## config.mk

```make
export PLATFORM = sky130hd
export DESIGN_NAME = lcd_8_to_32_bits_dfa_packer
export DESIGN_NICKNAME = d
export VERILOG_FILES = /design/src/rtl/lcd_dfa_pkg.sv /design/src/rtl/lcd_8_to_32_bits_dfa_chan_state.sv /design/src/rtl/lcd_8_to_32_bits_dfa_packer.sv
export SDC_FILE = /design/constraint.sdc
export NUM_CORES = 1
export LEC_CHECK = 0
export CAP_MARGIN = 20
export CORE_MARGIN = 1
export CORE_UTILIZATION = 61
export DETAILED_ROUTE_END_ITERATION = 8
export HOLD_SLACK_MARGIN = 0.15
export PLACE_DENSITY = 0.91
export SETUP_SLACK_MARGIN = 0.1
export SLEW_MARGIN = 20
export SYNTH_ARGS = -nofsm -noshare
export SYNTH_HDL_FRONTEND = slang
export SYNTH_SLANG_ARGS = --single-unit
```

## constraint.sdc

```tcl
create_clock -name clk -period 4.1 [get_ports clk]
set_input_delay 0.41 -clock clk [delete_from_list [all_inputs] [get_ports clk]]
set_output_delay 0.41 -clock clk [all_outputs]
set_load 0.03 [all_outputs]
```

## src/rtl/lcd_dfa_pkg.sv

```systemverilog
// Shared constants, per-channel partial-word record and lane helper for the 8->32 packer.
package lcd_dfa_pkg;

    localparam int SYMBOL_W         = 8;
    localparam int SYMBOLS_PER_WORD = 4;
    localparam int EMPTY_W          = 2;
    localparam int WORD_W           = SYMBOL_W * SYMBOLS_PER_WORD;
    localparam int PARTIAL_W        = WORD_W - SYMBOL_W;

    typedef struct packed {
        logic [1:0]           count;
        logic [PARTIAL_W-1:0] partial;
        logic                 sop_seen;
    } chan_rec_t;

    localparam int REC_W = $bits(chan_rec_t);

    // Byte lane a symbol lands in, given how many bytes the channel already holds.
    function automatic logic [1:0] lane_idx(input logic [1:0] count);
        return 2'd3 - count;
    endfunction

endpackage

```

## src/rtl/lcd_8_to_32_bits_dfa_chan_state.sv

```systemverilog
// Per-channel partial-word record store: combinational read and single write port on one channel index.
// State clears asynchronously; only the addressed record is written on an enabled edge.
module lcd_8_to_32_bits_dfa_chan_state
    import lcd_dfa_pkg::*;
#(
    parameter int CHANNEL_WIDTH = 1
) (
    input  logic                     clk,
    input  logic                     reset_n,
    input  logic [CHANNEL_WIDTH-1:0] i_chan,
    input  logic                     i_wr_en,
    input  logic [REC_W-1:0]         i_wr_rec,
    output logic [REC_W-1:0]         o_rd_rec
);

    localparam int CHANNELS = 2 ** CHANNEL_WIDTH;

    chan_rec_t r_mem [CHANNELS];

    always_ff @(posedge clk or negedge reset_n) begin
        if (!reset_n) begin
            for (int i = 0; i < CHANNELS; i++) begin
                r_mem[i] <= '0;
            end
        end else if (i_wr_en) begin
            r_mem[i_chan] <= chan_rec_t'(i_wr_rec);
        end
    end

    assign o_rd_rec = r_mem[i_chan];

endmodule

```

## src/rtl/lcd_8_to_32_bits_dfa_packer.sv

```systemverilog
// Avalon-ST 8->32 packer with per-channel partial words, big-endian lanes, 1 byte/clk, out_valid 1 clk after last byte.
// Optional packet support (SOP/EOP/empty, short final words) under LCD_DFA_PACKETS_EN.
module lcd_8_to_32_bits_dfa_packer
    import lcd_dfa_pkg::*;
#(
    parameter int CHANNEL_WIDTH = 1
) (
    input  logic                     clk,
    input  logic                     reset_n,
    input  logic [7:0]               in_data,
    input  logic                     in_valid,
    output logic                     in_ready,
    input  logic [CHANNEL_WIDTH-1:0] in_channel,
`ifdef LCD_DFA_PACKETS_EN
    input  logic                     in_startofpacket,
    input  logic                     in_endofpacket,
    output logic                     out_startofpacket,
    output logic                     out_endofpacket,
    output logic [1:0]               out_empty,
`endif
    output logic [31:0]              out_data,
    output logic                     out_valid,
    input  logic                     out_ready,
    output logic [CHANNEL_WIDTH-1:0] out_channel
);

    logic                     r_started;
    logic                     r_out_valid;
    logic [WORD_W-1:0]        r_out_data;
    logic [CHANNEL_WIDTH-1:0] r_out_channel;

    logic                     w_accept;
    logic [REC_W-1:0]         w_rd_bits;
    chan_rec_t                w_rd_rec;
    chan_rec_t                w_wr_rec;
    logic [1:0]               w_count;
    logic [PARTIAL_W-1:0]     w_partial;
    logic                     w_sop;
    logic                     w_last;
    logic [WORD_W-1:0]        w_word;

    lcd_8_to_32_bits_dfa_chan_state #(
        .CHANNEL_WIDTH (CHANNEL_WIDTH)
    ) u_chan_state (
        .clk      (clk),
        .reset_n  (reset_n),
        .i_chan   (in_channel),
        .i_wr_en  (w_accept),
        .i_wr_rec (w_wr_rec),
        .o_rd_rec (w_rd_bits)
    );

    assign w_rd_rec = chan_rec_t'(w_rd_bits);

    // The output register can always take a new word when the input is ready.
    assign in_ready = r_started & (~r_out_valid | out_ready);
    assign w_accept = in_valid & in_ready;

    always_comb begin
        w_count   = w_rd_rec.count;
        w_partial = w_rd_rec.partial;
        w_sop     = w_rd_rec.sop_seen;
`ifdef LCD_DFA_PACKETS_EN
        // A new SOP discards whatever stale partial the channel was holding.
        if (in_startofpacket) begin
            w_count   = '0;
            w_partial = '0;
            w_sop     = 1'b1;
        end
        w_last = (w_count == 2'd3) | in_endofpacket;
`else
        w_last = (w_count == 2'd3);
`endif
        w_word = {w_partial, {SYMBOL_W{1'b0}}};
        w_word[{lane_idx(w_count), 3'b000} +: SYMBOL_W] = in_data;

        w_wr_rec = '0;
        if (!w_last) begin
            w_wr_rec.count    = w_count + 2'd1;
            w_wr_rec.partial  = w_word[WORD_W-1:SYMBOL_W];
            w_wr_rec.sop_seen = w_sop;
        end
    end

    always_ff @(posedge clk or negedge reset_n) begin
        if (!reset_n) begin
            r_started <= 1'b0;
        end else begin
            r_started <= 1'b1;
        end
    end

    always_ff @(posedge clk or negedge reset_n) begin
        if (!reset_n) begin
            r_out_valid   <= 1'b0;
            r_out_data    <= '0;
            r_out_channel <= '0;
        end else if (w_accept && w_last) begin
            r_out_valid   <= 1'b1;
            r_out_data    <= w_word;
            r_out_channel <= in_channel;
        end else if (out_ready) begin
            r_out_valid   <= 1'b0;
        end
    end

`ifdef LCD_DFA_PACKETS_EN
    logic             r_out_sop;
    logic             r_out_eop;
    logic [EMPTY_W-1:0] r_out_empty;

    always_ff @(posedge clk or negedge reset_n) begin
        if (!reset_n) begin
            r_out_sop   <= 1'b0;
            r_out_eop   <= 1'b0;
            r_out_empty <= '0;
        end else if (w_accept && w_last) begin
            r_out_sop   <= w_sop;
            r_out_eop   <= in_endofpacket;
            r_out_empty <= 2'd3 - w_count;
        end
    end

    assign out_startofpacket = r_out_sop;
    assign out_endofpacket   = r_out_eop;
    assign out_empty         = r_out_empty;
`endif

    assign out_valid   = r_out_valid;
    assign out_data    = r_out_data;
    assign out_channel = r_out_channel;

endmodule

```

==> results.cfg, run 1 <==
[status]
status = completed

[cts]
cts_max_level = 3
insertion_delay_ns = 0.36
root_buffer = clkbuf_8
cts_sinks = 87
cts_max_path_buffers = 2
cts_inserted_buffers = 9
cts_tree = yes
clkSlewWorstSetupHoldPaths_ns = 0.09
post_cts_resize_count = 0

[timing]
clock_skew_ns = 0.0103
fin_crit_sh_pct = 72.2
setup_viol = 0
tightest_slew_ns = 0.759
min_period_ns = 2.96
fmax_mhz = 338
rsz0062_at_grt = false
slew_headroom_pct = 49.3
finalSetupTns_ns = 0
maxSlewViolCount = 0
hold_violations = 0

[die]
dieArea_sq_um = 7520
ioPinCount = 48
std_cell_rows = 30
fp.dieH_microns = 86.7
core_sq_um = 6870
die_x_microns = 86.7
initial_core_util_pct = 63.7

[detailed_routing]
vias_per_cell = 5.98
vias = 2765
drcViolationCount = 0
totalWireLength_mm = 8.86
antenna_left = 0
routedWlPerCell_microns = 19.2
dr.pass1.iters = 4
dr.first_iter.drc_count = 116

[yosys]
synth_edf_count = 0
synthCells = 326
synth_area_leaders = dfrtp_1, mux2_2, mux2_4
yosysSeqAreaShare_pct = 49.8
async_reset_ff_share_pct = 100
synth_area_sq_um = 4380
synth_common_cells = dfrtp_1, mux2_2, mux2i_1
synth.avg_cell_area_sq_um = 13.4
synth_top_area_share_pct = 49.8
synth_most_common_cell = dfrtp_1
ys_warn_count = 0
synth_nets = 344
synth_ff_type = dfrtp_1
synth.ff_latch_count = 87
yosysTopAreaCell = dfrtp_1
synth_cell_type_count = 30

[setup_path]
critical_path_class = register to register
required_ns = 4.34
worstPathArrival_ns = 3.20
cpMaxStageDelayCell = nand4_2
max_stage_delay_ns = 0.68
critPathTopFamily = buffers and inverters
cp_num_buf_inv = 2
cp_cell_sequence = mux2i_4 > inv_4 > ha_1 > nand4_2 > buf_16 > mux2_2
critPathMaxFanout = 28
cp-end-kind = register
startpoint_type = register

[final_layout]
layout-drive-gt1-share_pct = 30.1
fill_cells = 463
areaGrowthSynthToFinish_pct = 16.3
finalNonFillerCells = 462
n_antenna_cell = 0
nNetsFinal = 380

[pwr]
ir_drop_mv = 0.351
p_per_area_nw_per_um2 = 736
p_leak_uw = 0.00243

[grt]
grt_max_degree = 61
grt_first_pass_wirelength_mm = 14.7
grtUsageTotal_pct = 25.9
grt-ovfl-total = 0
grt_pass1_vias = 2905
antenna_found_initial = 0

[placement]
gp_congestion = 0.774
numPortBuffers = 47
dp_cells = 446
dp_hpwl_mm = 5.71

[min_path]
hp-class = register to register

[job]
cap_violations = 0
final timing paths:
| path | start | endpoint | slack [ns] | depth (start not counted) |
|---|---|---|---|---|
| worst max-delay path | u_chan_state.r_mem[25]$_DFFE_PN0P_ | out_data[0]$_DFFE_PN0P_ | 1.14 | 6 |
| worst min-delay path | u_chan_state.r_mem[17]$_DFFE_PN0P_ | u_chan_state.r_mem[17]$_DFFE_PN0P_ | 0.50 | 1 |
| worst max register to register | u_chan_state.r_mem[25]$_DFFE_PN0P_ | out_data[0]$_DFFE_PN0P_ | 1.14 | 6 |
| worst min register to register | u_chan_state.r_mem[17]$_DFFE_PN0P_ | u_chan_state.r_mem[17]$_DFFE_PN0P_ | 0.50 | 1 |
| max in group asynchronous | reset_n | u_chan_state.r_mem[42]$_DFFE_PN0P_ | 2.61 | 3 |
| min in group asynchronous | reset_n | out_data[30]$_DFFE_PN0P_ | 0.65 | 2 |
worst reg2reg max path, delay by kind of cell (launching register included):
family / cells / cell delay [ns]
adder cells (fa/ha/maj): 1 / 0.49
buffers and inverters: 2 / 0.75
flip-flops: 1 / 0.42
multiplexers: 2 / 0.50
AND/OR/NAND/NOR: 1 / 0.68
cell families (layout without fill, tap and decap cells):
logic type	Yosys count	after routing	share of synthesized area (%)
AOI/OAI and AO/OA	32	32	7.21
adders and majority gates	5	5	1.43
buffers and inverters	29	69	3.89
DFF	87	87	49.8
muxes	111	111	29.8
other	1	1	0.0857
and+or+nand+nor	61	61	7.81
layout make-up:
| cell class | instances | area [sq um] | area share (%) |
|---|---|---|---|
| well taps | 96 | 120 | 2.36 |
| clock inverters | 3 | 65.1 | 1.28 |
| flip-flops and latches | 87 | 2180 | 42.8 |
| repair buffers | 52 | 523 | 10.3 |
| multi-input cells | 210 | 2030 | 39.9 |
| clock buffers | 12 | 165 | 3.25 |
| inverters | 2 | 10.0 | 0.197 |
power breakdown:
group | leakage (uW) | internal, uW | switching, uW | total (uW)
logic | 0.00113 | 747 | 966 | 1710
clock network | 0.000118 | 389 | 291 | 680
registers | 0.00119 | 1180 | 176 | 1350
total | 0.00243 | 2310 | 1430 | 3740
state kept, by name, indices dropped and copies added, names as in the netlist:
signal              flops
out_channel             1
out_data               32
out_valid               1
r_started               1
u_chan_state.r_mem     52
what timing repair did:
item / 4_1_cts / 5_1_grt
hold buffers: 1 / 0
hold endpoints to repair: 3 / 0
buffers inserted: 0 / 0
routing by layer:
layer,vias up,track usage [%],routed length [microns]
met5,-,0,0
met4,0,11.4,199
met3,15,5.14,437
met2,88,41.3,4310
met1,1403,34.5,3920
li1,1259,-,-
through the flow:
step / instance area (sq um) / utilization, % / power (uW) / setup WS (ns) / hold WS [ns]
6_report: 5090 / 74.1 / 3740 / 1.14 / 0.501
5_1_grt: 5090 / 74.1 / 3950 / 0.980 / 0.522
4_1_cts: 5090 / 74.1 / 3750 / 1.15 / 0.502
3_5_place_dp: 4850 / 70.6 / 3060 / 0.836 / 0.481
3_3_place_gp: 4820 / 70.2 / 2990 / 0.695 / 0.473
2_1_floorplan: 4380 / - / 2600 / 1.72 / 0.114
layout by cell type (no fill, tap or decap):
cell             count
and2_1               1
clkbuf_8            12
nand2_1             17
and4b_1              1
ha_1                 5
clkdlybuf4s50_1     45
clkinv_2             1
nor2_1              17
conb_1               1
nor2b_1              1
buf_4                4
o32ai_2             10
or2_2                4
mux2_2              51
buf_16               1
mux2_1              14
and3_1               8
o32ai_1              6
mux2i_4              1
nand4b_1             8
mux2_4              20
dlygate4sd3_1        1
nand4_2              1
inv_1                1
nand4_4              1
inv_4                1
bufinv_16            2
o22ai_1             16
dfrtp_1             87
buf_2                1
nand2b_1             2
mux2i_1             25
(Power assumes the default switching activity.)
==> run 2: changes to the inputs <==
--- a/config.mk
+++ b/config.mk
@@ -7,10 +7,10 @@
 export LEC_CHECK = 0
 export CAP_MARGIN = 20
 export CORE_MARGIN = 1
-export CORE_UTILIZATION = 61
+export CORE_UTILIZATION = 51
 export DETAILED_ROUTE_END_ITERATION = 8
 export HOLD_SLACK_MARGIN = 0.15
-export PLACE_DENSITY = 0.91
+export PLACE_DENSITY = 0.82
 export SETUP_SLACK_MARGIN = 0.1
 export SLEW_MARGIN = 20
 export SYNTH_ARGS = -nofsm -noshare
==> constraint.sdc (replaced) <==
create_clock -name clk -period 2.66 [get_ports clk]
set_input_delay 0.266 -clock clk [delete_from_list [all_inputs] [get_ports clk]]
set_output_delay 0.266 -clock clk [all_outputs]
set_load 0.03 [all_outputs]
==> run 2 against run 1 <==
Effect of this change: clock-buffer cell count grew 2; clock skew shrank 0.0041 ns; final cell count grew 3.7%; critical path type unchanged.
==> results.cfg, run 2 (synthesis results as in run 1) <==
[final_layout]
mostFrequentLayoutCells = dfrtp_1, mux2_2, clkdlybuf4s50_1
layout-drive-gt1-share_pct = 31.3
n_antenna_cell = 0
top_register = u_chan_state.r_mem
areaGrowthSynthToFinish_pct = 16.6
largest_register_ffs = 52
finalCoreUtilization_pct = 61.8
nNetsFinal = 387
final_common_cell = dfrtp_1
fill_cells = 666

[timing]
maxSlewViolCount = 0
finalSetupTns_ns = 0
clock_skew_ns = 0.00623
hold_violations = 0
slew_headroom_pct = 47.6
tightest_slew_ns = 0.786
fin_crit_sh_pct = 83.7
min_period_ns = 2.23
rsz0062_at_grt = false
fmax_mhz = 449
setup_viol = 0

[grt]
grt_pass1_vias = 2867
met1_usage_pct = 30.7
antenna_found_initial = 0
grt_use_met3_pct = 4.35
top_usage_layer = met2
grt_max_degree = 88
grt-ovfl-total = 0
grt_first_pass_wirelength_mm = 14.9
grt_use_met2_pct = 33.9
grtUsageTotal_pct = 22.1

[cts]
root_buffer = clkbuf_8
cts_tree = yes
cts_max_level = 3
clkSlewWorstSetupHoldPaths_ns = 0.09
cts_max_path_buffers = 2
post_cts_buffers = 0
insertion_delay_ns = 0.35
cts_sinks = 87
cts_inserted_buffers = 9

[die]
die_x_microns = 94.6
ioPinCount = 48
dieArea_sq_um = 8950
initial_core_util_pct = 53.0
std_cell_rows = 33
fp.dieH_microns = 94.6
core_sq_um = 8260

[setup_path]
crit_path_start = u_chan_state.r_mem[26]$_DFFE_PN0P_
cp-end-kind = register
startpoint_type = register
critical_path_class = register to register
max_stage_delay_ns = 0.43
worstPathArrival_ns = 2.53
cpMaxStageDelayCell = or2_2
cp_num_buf_inv = 1
cp_cell_sequence = mux2i_1 > inv_1 > ha_1 > or2_2 > o32ai_1 > mux2_2
critPathTopFamily = multiplexers
r2r-start = u_chan_state.r_mem[26]$_DFFE_PN0P_
required_ns = 2.96
critPathMaxFanout = 15

[placement]
dp_hpwl_mm = 5.91
numPortBuffers = 47
gp_congestion = 0.806

[detailed_routing]
vias = 2788
routedWlPerCell_microns = 19.0
totalWireLength_mm = 9.09
antenna_left = 0
dr.first_iter.drc_count = 150
vias_per_cell = 5.82
drcViolationCount = 0
dr.pass1.iters = 4

[pwr]
p_leak_uw = 0.00244
comb_power_share_pct = 47.6
p_per_area_nw_per_um2 = 1110
ir_drop_mv = 0.596
internal_power_uw = 3450
netSwitchingFraction_pct = 39.1
clkPwrFrac_pct = 15.8
p_seq_share_pct = 36.7
switchingPower_uw = 2210

[job]
cap_violations = 0

[min_path]
hp-class = register to register
hold_start = u_chan_state.r_mem[6]$_DFFE_PN0P_

[status]
status = completed
-- run 2: cell count changes in the layout (fill, tap and decap cells not counted), sizes merged --
cell      delta
clkinvlp     +1
bufinv       -2
buf          +7
clkbuf       +2
-- run 2: power by group through the flow --
stage          Clock [uW]  Sequential (uW)  Combinational (uW)
6_report              893             2080                2690
5_1_grt               962             2130                2900
4_1_cts               918             2070                2700
3_5_place_dp            0             2090                2680
3_3_place_gp            0             2060                2620
2_1_floorplan           0             2350                1660
-- run 2: per-layer routing --
| layer | wire length (microns) | share of wire [%] |
|---|---|---|
| met1 | 4280 | 47 |
| met2 | 4290 | 47 |
| met3 | 382 | 4.2 |
| met4 | 138 | 1.5 |
| met5 | 0 | 0 |
-- run 2: stage by stage --
stage	cell area, sq um	instances	power, uW	hold WS (ns)	setup slack [ns]
finish	5100	479	5660	0.498	0.433
global route	5100	479	6000	0.513	0.314
CTS	5100	479	5690	0.502	0.452
detailed placement	4890	462	4780	0.483	0.321
global placement	4890	462	4680	0.473	0.424
floorplan	4380	326	4010	-0.0296	0.426
-- run 2: worst paths after layout --
kind | cells past startpoint | end | slack [ns]
setup / recovery | 6 | u_chan_state.r_mem[23]$_DFFE_PN0P_ | 0.43
hold / removal | 1 | u_chan_state.r_mem[6]$_DFFE_PN0P_ | 0.50
setup reg to reg | 6 | u_chan_state.r_mem[23]$_DFFE_PN0P_ | 0.43
hold reg to reg | 1 | u_chan_state.r_mem[6]$_DFFE_PN0P_ | 0.50
max in group asynchronous | 2 | u_chan_state.r_mem[10]$_DFFE_PN0P_ | 1.59
min in group asynchronous | 2 | out_data[27]$_DFFE_PN0P_ | 0.53
-- run 2: what timing repair did --
| action | 4_1_cts | 5_1_grt |
|---|---|---|
| endpoints found under the hold margin | 3 | 0 |
| resized for setup | 0 | 0 |
| hold buffers | 1 | 0 |
| setup endpoints to repair | 0 | 0 |
-- run 2: final cells by class --
type,instances,area (sq um),area share (%)
sequential,87,2180,42.7
multi-input combinational,210,2030,39.8
timing repair buffer,59,559,11.0
clock buffer,14,183,3.58
tap,105,131,2.58
clock inverter,2,12.5,0.245
inverter,2,10.0,0.196
